===== src/rtl/gf32_pkg.sv =====
// Shared constants and carry-less helpers for the GF(2^32)
// reduction/accumulation stage.
package gf32_pkg;

  localparam int RES_W  = 32;
  localparam int PROD_W = 63;
  localparam int HI_W   = PROD_W - RES_W;
  localparam int F1_W   = 38;

  localparam logic [RES_W-1:0] POLY_LOW_DEF = 32'h0000_008D;

  // Carry-less product of a (zero-extended) high part with POLY_LOW,
  // truncated to the fold width.
  function automatic logic [F1_W-1:0] clmul_fold(
    input logic [HI_W-1:0]  a,
    input logic [RES_W-1:0] poly
  );
    logic [F1_W-1:0] r;
    r = '0;
    for (int i = 0; i < RES_W; i++) begin
      if (poly[i]) r = r ^ (F1_W'(a) << i);
    end
    return r;
  endfunction

endpackage


===== src/rtl/gf32_fold.sv =====
// One combinational fold step: lo ^ clmul(hi, POLY_LOW),
// used for both the wide first fold and the narrow second fold.
import gf32_pkg::*;

module gf32_fold #(
  parameter int               IN_W  = 31,
  parameter int               OUT_W = 38,
  parameter logic [RES_W-1:0] POLY  = POLY_LOW_DEF
) (
  input  logic [IN_W-1:0]  hi,
  input  logic [RES_W-1:0] lo,
  output logic [OUT_W-1:0] f
);

  assign f = OUT_W'(
    {{(F1_W-RES_W){1'b0}}, lo} ^ clmul_fold(HI_W'(hi), POLY)
  );

endmodule


===== src/rtl/gf32_reduce_acc.sv =====
// Two-stage GF(2^32) reduction of a 63-bit carry-less product,
// with optional per-frame XOR accumulation.
import gf32_pkg::*;

module gf32_reduce_acc #(
  parameter logic [RES_W-1:0] POLY_LOW = POLY_LOW_DEF,
  parameter int               ACC_MODE = 1,
  parameter int               CNT_W    = 8
) (
  input  logic              clk,
  input  logic              rst,
  input  logic              in_valid,
  output logic              in_ready,
  input  logic [PROD_W-1:0] in_prod,
  input  logic              in_first,
  input  logic              in_last,
  output logic              out_valid,
  input  logic              out_ready,
  output logic [RES_W-1:0]  out_data,
  output logic [CNT_W-1:0]  out_beats,
  output logic              frame_err
);

  logic             adv;
  logic [F1_W-1:0]  f1;
  logic [F1_W-1:0]  s1_f1;
  logic             s1_valid;
  logic             s1_first;
  logic             s1_last;
  logic [RES_W-1:0] r;
  logic [RES_W-1:0] acc;
  logic [RES_W-1:0] acc_n;
  logic             frame_open;
  logic             start;
  logic             ferr_n;
  logic [CNT_W-1:0] count;
  logic [CNT_W-1:0] count_n;

  assign adv      = !out_valid | out_ready;
  assign in_ready = adv;

  gf32_fold #(
    .IN_W (HI_W),
    .OUT_W(F1_W),
    .POLY (POLY_LOW)
  ) u_fold1 (
    .hi(in_prod[PROD_W-1:RES_W]),
    .lo(in_prod[RES_W-1:0]),
    .f (f1)
  );

  gf32_fold #(
    .IN_W (F1_W-RES_W),
    .OUT_W(RES_W),
    .POLY (POLY_LOW)
  ) u_fold2 (
    .hi(s1_f1[F1_W-1:RES_W]),
    .lo(s1_f1[RES_W-1:0]),
    .f (r)
  );

  // Frame bookkeeping: restart, running XOR, saturating count, errors
  always_comb begin
    start   = s1_first | !frame_open;
    acc_n   = (start ? '0 : acc) ^ r;
    count_n = start ? CNT_W'(1)
            : (&count ? count : count + CNT_W'(1));
    ferr_n  = (s1_first == frame_open);
  end

  // Stage 1: first fold result and framing flags
  always_ff @(posedge clk) begin
    if (rst) begin
      s1_valid <= 1'b0;
      s1_f1    <= '0;
      s1_first <= 1'b0;
      s1_last  <= 1'b0;
    end else if (adv) begin
      s1_valid <= in_valid;
      s1_f1    <= f1;
      s1_first <= in_first;
      s1_last  <= in_last;
    end
  end

  // Stage 2: second fold, accumulate, and present result
  always_ff @(posedge clk) begin
    if (rst) begin
      out_valid  <= 1'b0;
      out_data   <= '0;
      out_beats  <= '0;
      frame_err  <= 1'b0;
      acc        <= '0;
      frame_open <= 1'b0;
      count      <= '0;
    end else if (adv) begin
      out_valid <= 1'b0;
      if (s1_valid) begin
        if (ACC_MODE == 0) begin
          out_valid <= 1'b1;
          out_data  <= r;
          out_beats <= CNT_W'(1);
        end else begin
          count <= count_n;
          if (ferr_n) frame_err <= 1'b1;
          if (s1_last) begin
            out_valid  <= 1'b1;
            out_data   <= acc_n;
            out_beats  <= count_n;
            acc        <= '0;
            frame_open <= 1'b0;
          end else begin
            acc        <= acc_n;
            frame_open <= 1'b1;
          end
        end
      end
    end
  end

endmodule


===== config.mk =====
export PLATFORM = sky130hd
export DESIGN_NAME = gf32_reduce_acc
export DESIGN_NICKNAME = d
export VERILOG_FILES = /design/src/rtl/gf32_pkg.sv /design/src/rtl/gf32_fold.sv /design/src/rtl/gf32_reduce_acc.sv
export SDC_FILE = /design/constraint.sdc
export NUM_CORES = 1
export LEC_CHECK = 0
export ABC_AREA = 1
export CAP_MARGIN = 5
export CORE_MARGIN = 4
export CORE_UTILIZATION = 54
export DETAILED_ROUTE_END_ITERATION = 6
export GPL_ROUTABILITY_DRIVEN = 0
export GPL_TIMING_DRIVEN = 1
export PLACE_DENSITY = 0.77
export SLEW_MARGIN = 20
export SYNTH_ARGS = -nofsm -noshare
export SYNTH_HDL_FRONTEND = slang
export SYNTH_SLANG_ARGS = --single-unit

===== constraint.sdc =====
create_clock -name clk -period 1.5 [get_ports clk]
set_input_delay 0.3 -clock clk [delete_from_list [all_inputs] [get_ports clk]]
set_output_delay 0.3 -clock clk [all_outputs]
set_load 0.01 [all_outputs]

# After elaboration in Yosys (flattened, before gate mapping)
# Index checks and enable logic that the tools add are counted.
word_totals:
  wordCells: 37
  mem_count: 0
  ramBits: 0
  mem_bits_ro: 0
  latchBits: 0
  reg_bits: 124
  output_inout_bits: 43
  inputBits: 69
classes:
  add_sub_neg: 1
  n_eq_ne: 1
  order_cmp: 0
  mul: 0
  bitwise_logic: 11
  n_reduce_logical: 6
  div: 0
  muxes: 7
  shifts: 0
op_table:
  columns: ["op", "count"]
  rows:
  - ["two-way mux 32 bit", 2]
  - ["bitwise XOR 32 x 38 -> 38 bit", 1]
  - ["bitwise XOR 34 x 38 -> 38 bit", 1]
  - ["bitwise XOR 33 x 34 -> 34 bit", 1]
  - ["bitwise XOR 31 x 33 -> 33 bit", 1]
  - ["bitwise XOR 32 x 13 -> 32 bit", 1]
  - ["bitwise XOR 32 bit", 1]
  - ["two-way mux 8 bit", 2]
  - ["bitwise XOR 9 x 13 -> 13 bit", 1]
  - ["bitwise XOR 8 x 9 -> 9 bit", 1]
  - ["adder 8 x 1 -> 8 bit, second input constant", 1]
  - ["AND reduction 8 bit", 1]
  - ["bitwise XOR 6 x 8 -> 8 bit", 1]
  - ["AND reduction 3 bit", 2]
  - ["two-way mux 1 bit", 3]
  - ["logical NOT 1 bit", 2]
  - ["OR 1 bit", 2]
  - ["AND reduction 2 bit", 1]
  - ["equality test 1 bit", 1]

# Logic depth before layout (Yosys ltp)
logic_depth:
  depth_word: 6
  mapped_depth: 11
  ltp_nobuf: 10

# Cells and area by module
# From an unflattened synthesis, not the netlist that was laid out.
unflattened:
  hier_cells: 1043
  area_unflattened_um2: 7031.7
by_module_without_submodules:
  columns: ["module", "seq_area_each_um2", "n_inst", "cells_each", "area_each_um2"]
  rows:
  - ["gf32_reduce_acc", 2482.4, 1, 582, 4792.1]
  - ["gf32_fold at u_fold1", 0.0, 1, 347, 1614.0]
  - ["gf32_fold at u_fold2", 0.0, 1, 114, 625.6]

# Worst setup path before layout
# Ideal clock, no wire load.
synth_timing:
  path_kind: "reg2out"
  startpoint: "register out_valid"
  endpoint: "output in_ready"
  path_buffers: 3
  required_time_ps: 1200
  path_stages_with_launch: 7
  arrival_time_ps: 1050
  path_slack_ps: 150
  cell_sequence: "dfxtp_1 inv_1 nor2_4 buf_4 inv_2 buf_2 buf_6"
synth_via:
  elab_chain_len: 2
synth_lines:
  columns: ["element", "line_no", "text"]
  rows:
  - ["start, declared", "gf32_reduce_acc.sv:17", "output logic out_valid,"]
  - ["start signal, assigned", "gf32_reduce_acc.sv:89", "out_valid <= 1'b0;"]
  - ["start signal, assigned", "gf32_reduce_acc.sv:97", "out_valid <= 1'b0;"]
  - ["start signal, assigned", "gf32_reduce_acc.sv:100", "out_valid <= 1'b1;"]
  - ["logical NOT 1 bit", "gf32_reduce_acc.sv:39", "assign adv = !out_valid | out_ready;"]
  - ["OR 1 bit", "gf32_reduce_acc.sv:39", null]
  - ["end, declared", "gf32_reduce_acc.sv:13", "output logic in_ready,"]
# Every way passes these cells.

# Final worst setup path
# Ends and elaborated chain as after synthesis.

==> results.txt <==
Status = completed
GRT Util Overall = 23.9%
Slew Limit Fails = 0
Distinct cells, synth = 28
WP buf/inv = 3
Layout cell share with drive strength beyond 1 = 10.7%
Area leader, netlist = dfxtp_1
Flops & latches, synth = 124
Starting density of the core = 54.9%
Row cnt = 41
Main synth FF type = dfxtp_1
Placed cells = 1342
Hold Crit Start = out_data[9]$_SDFFE_PP0P_
Synthesis-to-layout area growth = 34.7%
Slew headroom = 70.5%
Clk slew on worst S/H paths = 50 ps
Part of the cycle the worst path needs = 97.4%
Setup violations, final = 0
Pin count of the biggest net entering global routing = 49
Fmax = 0.684 GHz
Post-synth top cells = 307 x nand2_1, 151 x inv_1, 124 x dfxtp_1
Number of flops mapped to enable cells by yosys = 0
Vias in the first global route = 6248
Via-to-Cell Ratio = 4.88
Routed length per instance = 12.6 µm
Most area-consuming cells after synthesis = dfxtp_1 36%, nand2_1 17%, xnor2_1 8.8%, inv_1 8.2%, nand3_1 5.6%
I/O Pins = 112
Leakage = 0.00464 µW
Crit path largest cell delay = 330 ps
Routed WL = 17300 µm
Fin nets = 1261
Mapped Nets = 1105
Class of the worst hold path = flop to flop
Unrepaired setup endpoints after global routing = yes
Cts bufs inserted = 17
Tmin final = 1460 ps
DIE WIDTH = 121 µm
WP depth = 4
Skew final = 11.5 ps
CP max FO = 3
Maximum vdd drop = 0.882 mV
Post-DRT Antenna Nets = 0
CP startpoint = out_valid$_SDFFE_PP0N_
Worst R2R Path Depth = 7
Cell Pwr Density = 1060 nW/µm²
Die area = 14700 µm²
Worst Path Arrival = 1160 ps
Initial antenna violation count = 0
DR iter-0 viols = 460
GRT Residual Overflow = 0
Max_cap viols = 0
Worst setup path class = flop to output pin
WHS = 446 ps
DRC = 0
Final instance area = 9300 µm²
Clock Path Buffers = 2
Cell family with most CP delay = flip-flops
Worst-skew pair later-pin latency = 420 ps
DP HPWL = 12400 µm
Crit-path cells = inv_2, nor2_4, inv_2, buf_6
Crit path top cell by count = inv_2
Crit end category = output pin
Vias = 6706
CP max stage cell = dfxtp_2
Post-synth top area share = 36.0%
Final hold vios = 0
Sequential area share after synthesis = 36.0%
CP Launch Type = flop
Hold depth = 2
Worst reg2reg setup slack = 70 ps
Hold Buf Count CTS = 0
Chip height = 121 µm
TritonCTS sink count = 124
Measured slew at the worst slew-check pin = 439 ps
Port buffer count = 111
Synthesized cell area = 6900 µm²
First-pass GRT wire length = 28600 µm
Dpl cell area = 8620 µm²
Worst Path Required = 1200 ps
Final Non-Filler Cells = 1375
Diodes inserted = 0
Drt pass-1 iters = 5
Critical R2R Launch = out_valid$_SDFFE_PP0N_
Post-Synthesis Cells = 1034
CTS tree = yes
Most common cell in the synthesized netlist = nand2_1
Syn. warnings = 0
Synth Area per Inst = 6.68 µm²
Total core area = 12600 µm²
H-Tree Depth = 4
Root Buffer Master = clkbuf_16
Asr flop ratio synth = 0%
==> cells in the final DEF (no fill, tap or decap), drive strengths merged <==
cell / netlist / layout
nand3b: 6 / 6
dfxtp: 124 / 124
a22o: 19 / 19
nor3: 1 / 1
xnor2: 69 / 69
o21a: 1 / 1
clkinvlp: 0 / 1
xor2: 25 / 25
buf: 36 / 74
dlygate4sd2: 0 / 42
a211oi: 1 / 1
nand3: 77 / 77
clkdlybuf4s50: 0 / 68
a21oi: 49 / 49
ha: 2 / 2
o21ai: 71 / 71
o21bai: 1 / 1
inv: 156 / 157
bufinv: 0 / 5
clkbuf: 11 / 22
clkinv: 0 / 3
o211ai: 3 / 3
nand2: 308 / 308
nor2: 70 / 70
or2: 4 / 4
==> flip-flops by register name (all words and copies together) (netlist names) <==
| name | cells |
|---|---|
| s1_last | 1 |
| out_valid | 1 |
| acc | 32 |
| frame_open | 1 |
| out_data | 32 |
| count | 8 |
| s1_f1 | 38 |
| frame_err | 1 |
| s1_valid | 1 |
| s1_first | 1 |
| out_beats | 8 |
==> report_power, final <==
| group | internal (µW) | switching [µW] | total [µW] | leakage (µW) |
|---|---|---|---|---|
| clock network | 3080 | 1450 | 4530 | 0.000321 |
| registers | 3490 | 154 | 3650 | 0.00102 |
| logic | 795 | 897 | 1690 | 0.00330 |
==> final timing paths <==
kind,to
max,in_ready
min,out_data[9]$_SDFFE_PP0P_
max reg2reg,count[2]$_SDFFE_PP0P_
min reg2reg,out_data[9]$_SDFFE_PP0P_
==> what timing repair did <==
item,in CTS,in global routing
pin swaps,0,6
resized for setup,48,25
setup endpoints to repair,49,51
gates cloned,0,0
setup buffers,0,1
==> cell families after synthesis <==
| kind of cell | count (synthesis) | synth area share (%) |
|---|---|---|
| AO/OA/AOI/OAI | 145 | 11.8 |
| XOR/XNOR | 94 | 11.9 |
| adder cells (fa/ha/maj) | 2 | 0.362 |
| buffers and inverters | 203 | 12.1 |
| flip-flops | 124 | 36.0 |
| AND/OR/NAND/NOR | 466 | 27.9 |
==> worst min-delay path: stages, from the launching register on <==
cell and delay, ps:
dfxtp_1 300, nand2_1 60, nand2_1 40
==> final cells by class <==
class / instances / area [µm²]
multi-input combinational: 707 / 3630
timing repair buffer: 184 / 1720
clock inverter: 10 / 185
sequential: 124 / 2490
tap: 172 / 215
fill: 989 / 3270
clock buffer: 22 / 474
inverter: 156 / 588
==> through the flow <==
stage	setup TNS, ps	util [%]	power (µW)	setup slack, ps
5_1_grt	-36.7	74.0	10300	-16.4
6_report	0	74.0	9870	38.4
3_5_place_dp	-27730	68.6	5370	-322
2_1_floorplan	0	-	4710	150
4_1_cts	-121	73.5	9870	-121
3_3_place_gp	-25690	68.6	5330	-287
==> per-layer routing <==
layer  wire length (µm)  vias to the layer above  part of all wire, %  track usage, %
met5                  0                        -                    0               0
met4                237                        0                  1.4            6.73
met3               1100                       24                  6.3            5.03
met2               7930                      217                   46            39.1
met1               8020                     2970                   46            31.9
li1                   -                     3495                    -               -
No activity file was read; power rests on OpenSTA's default activity.
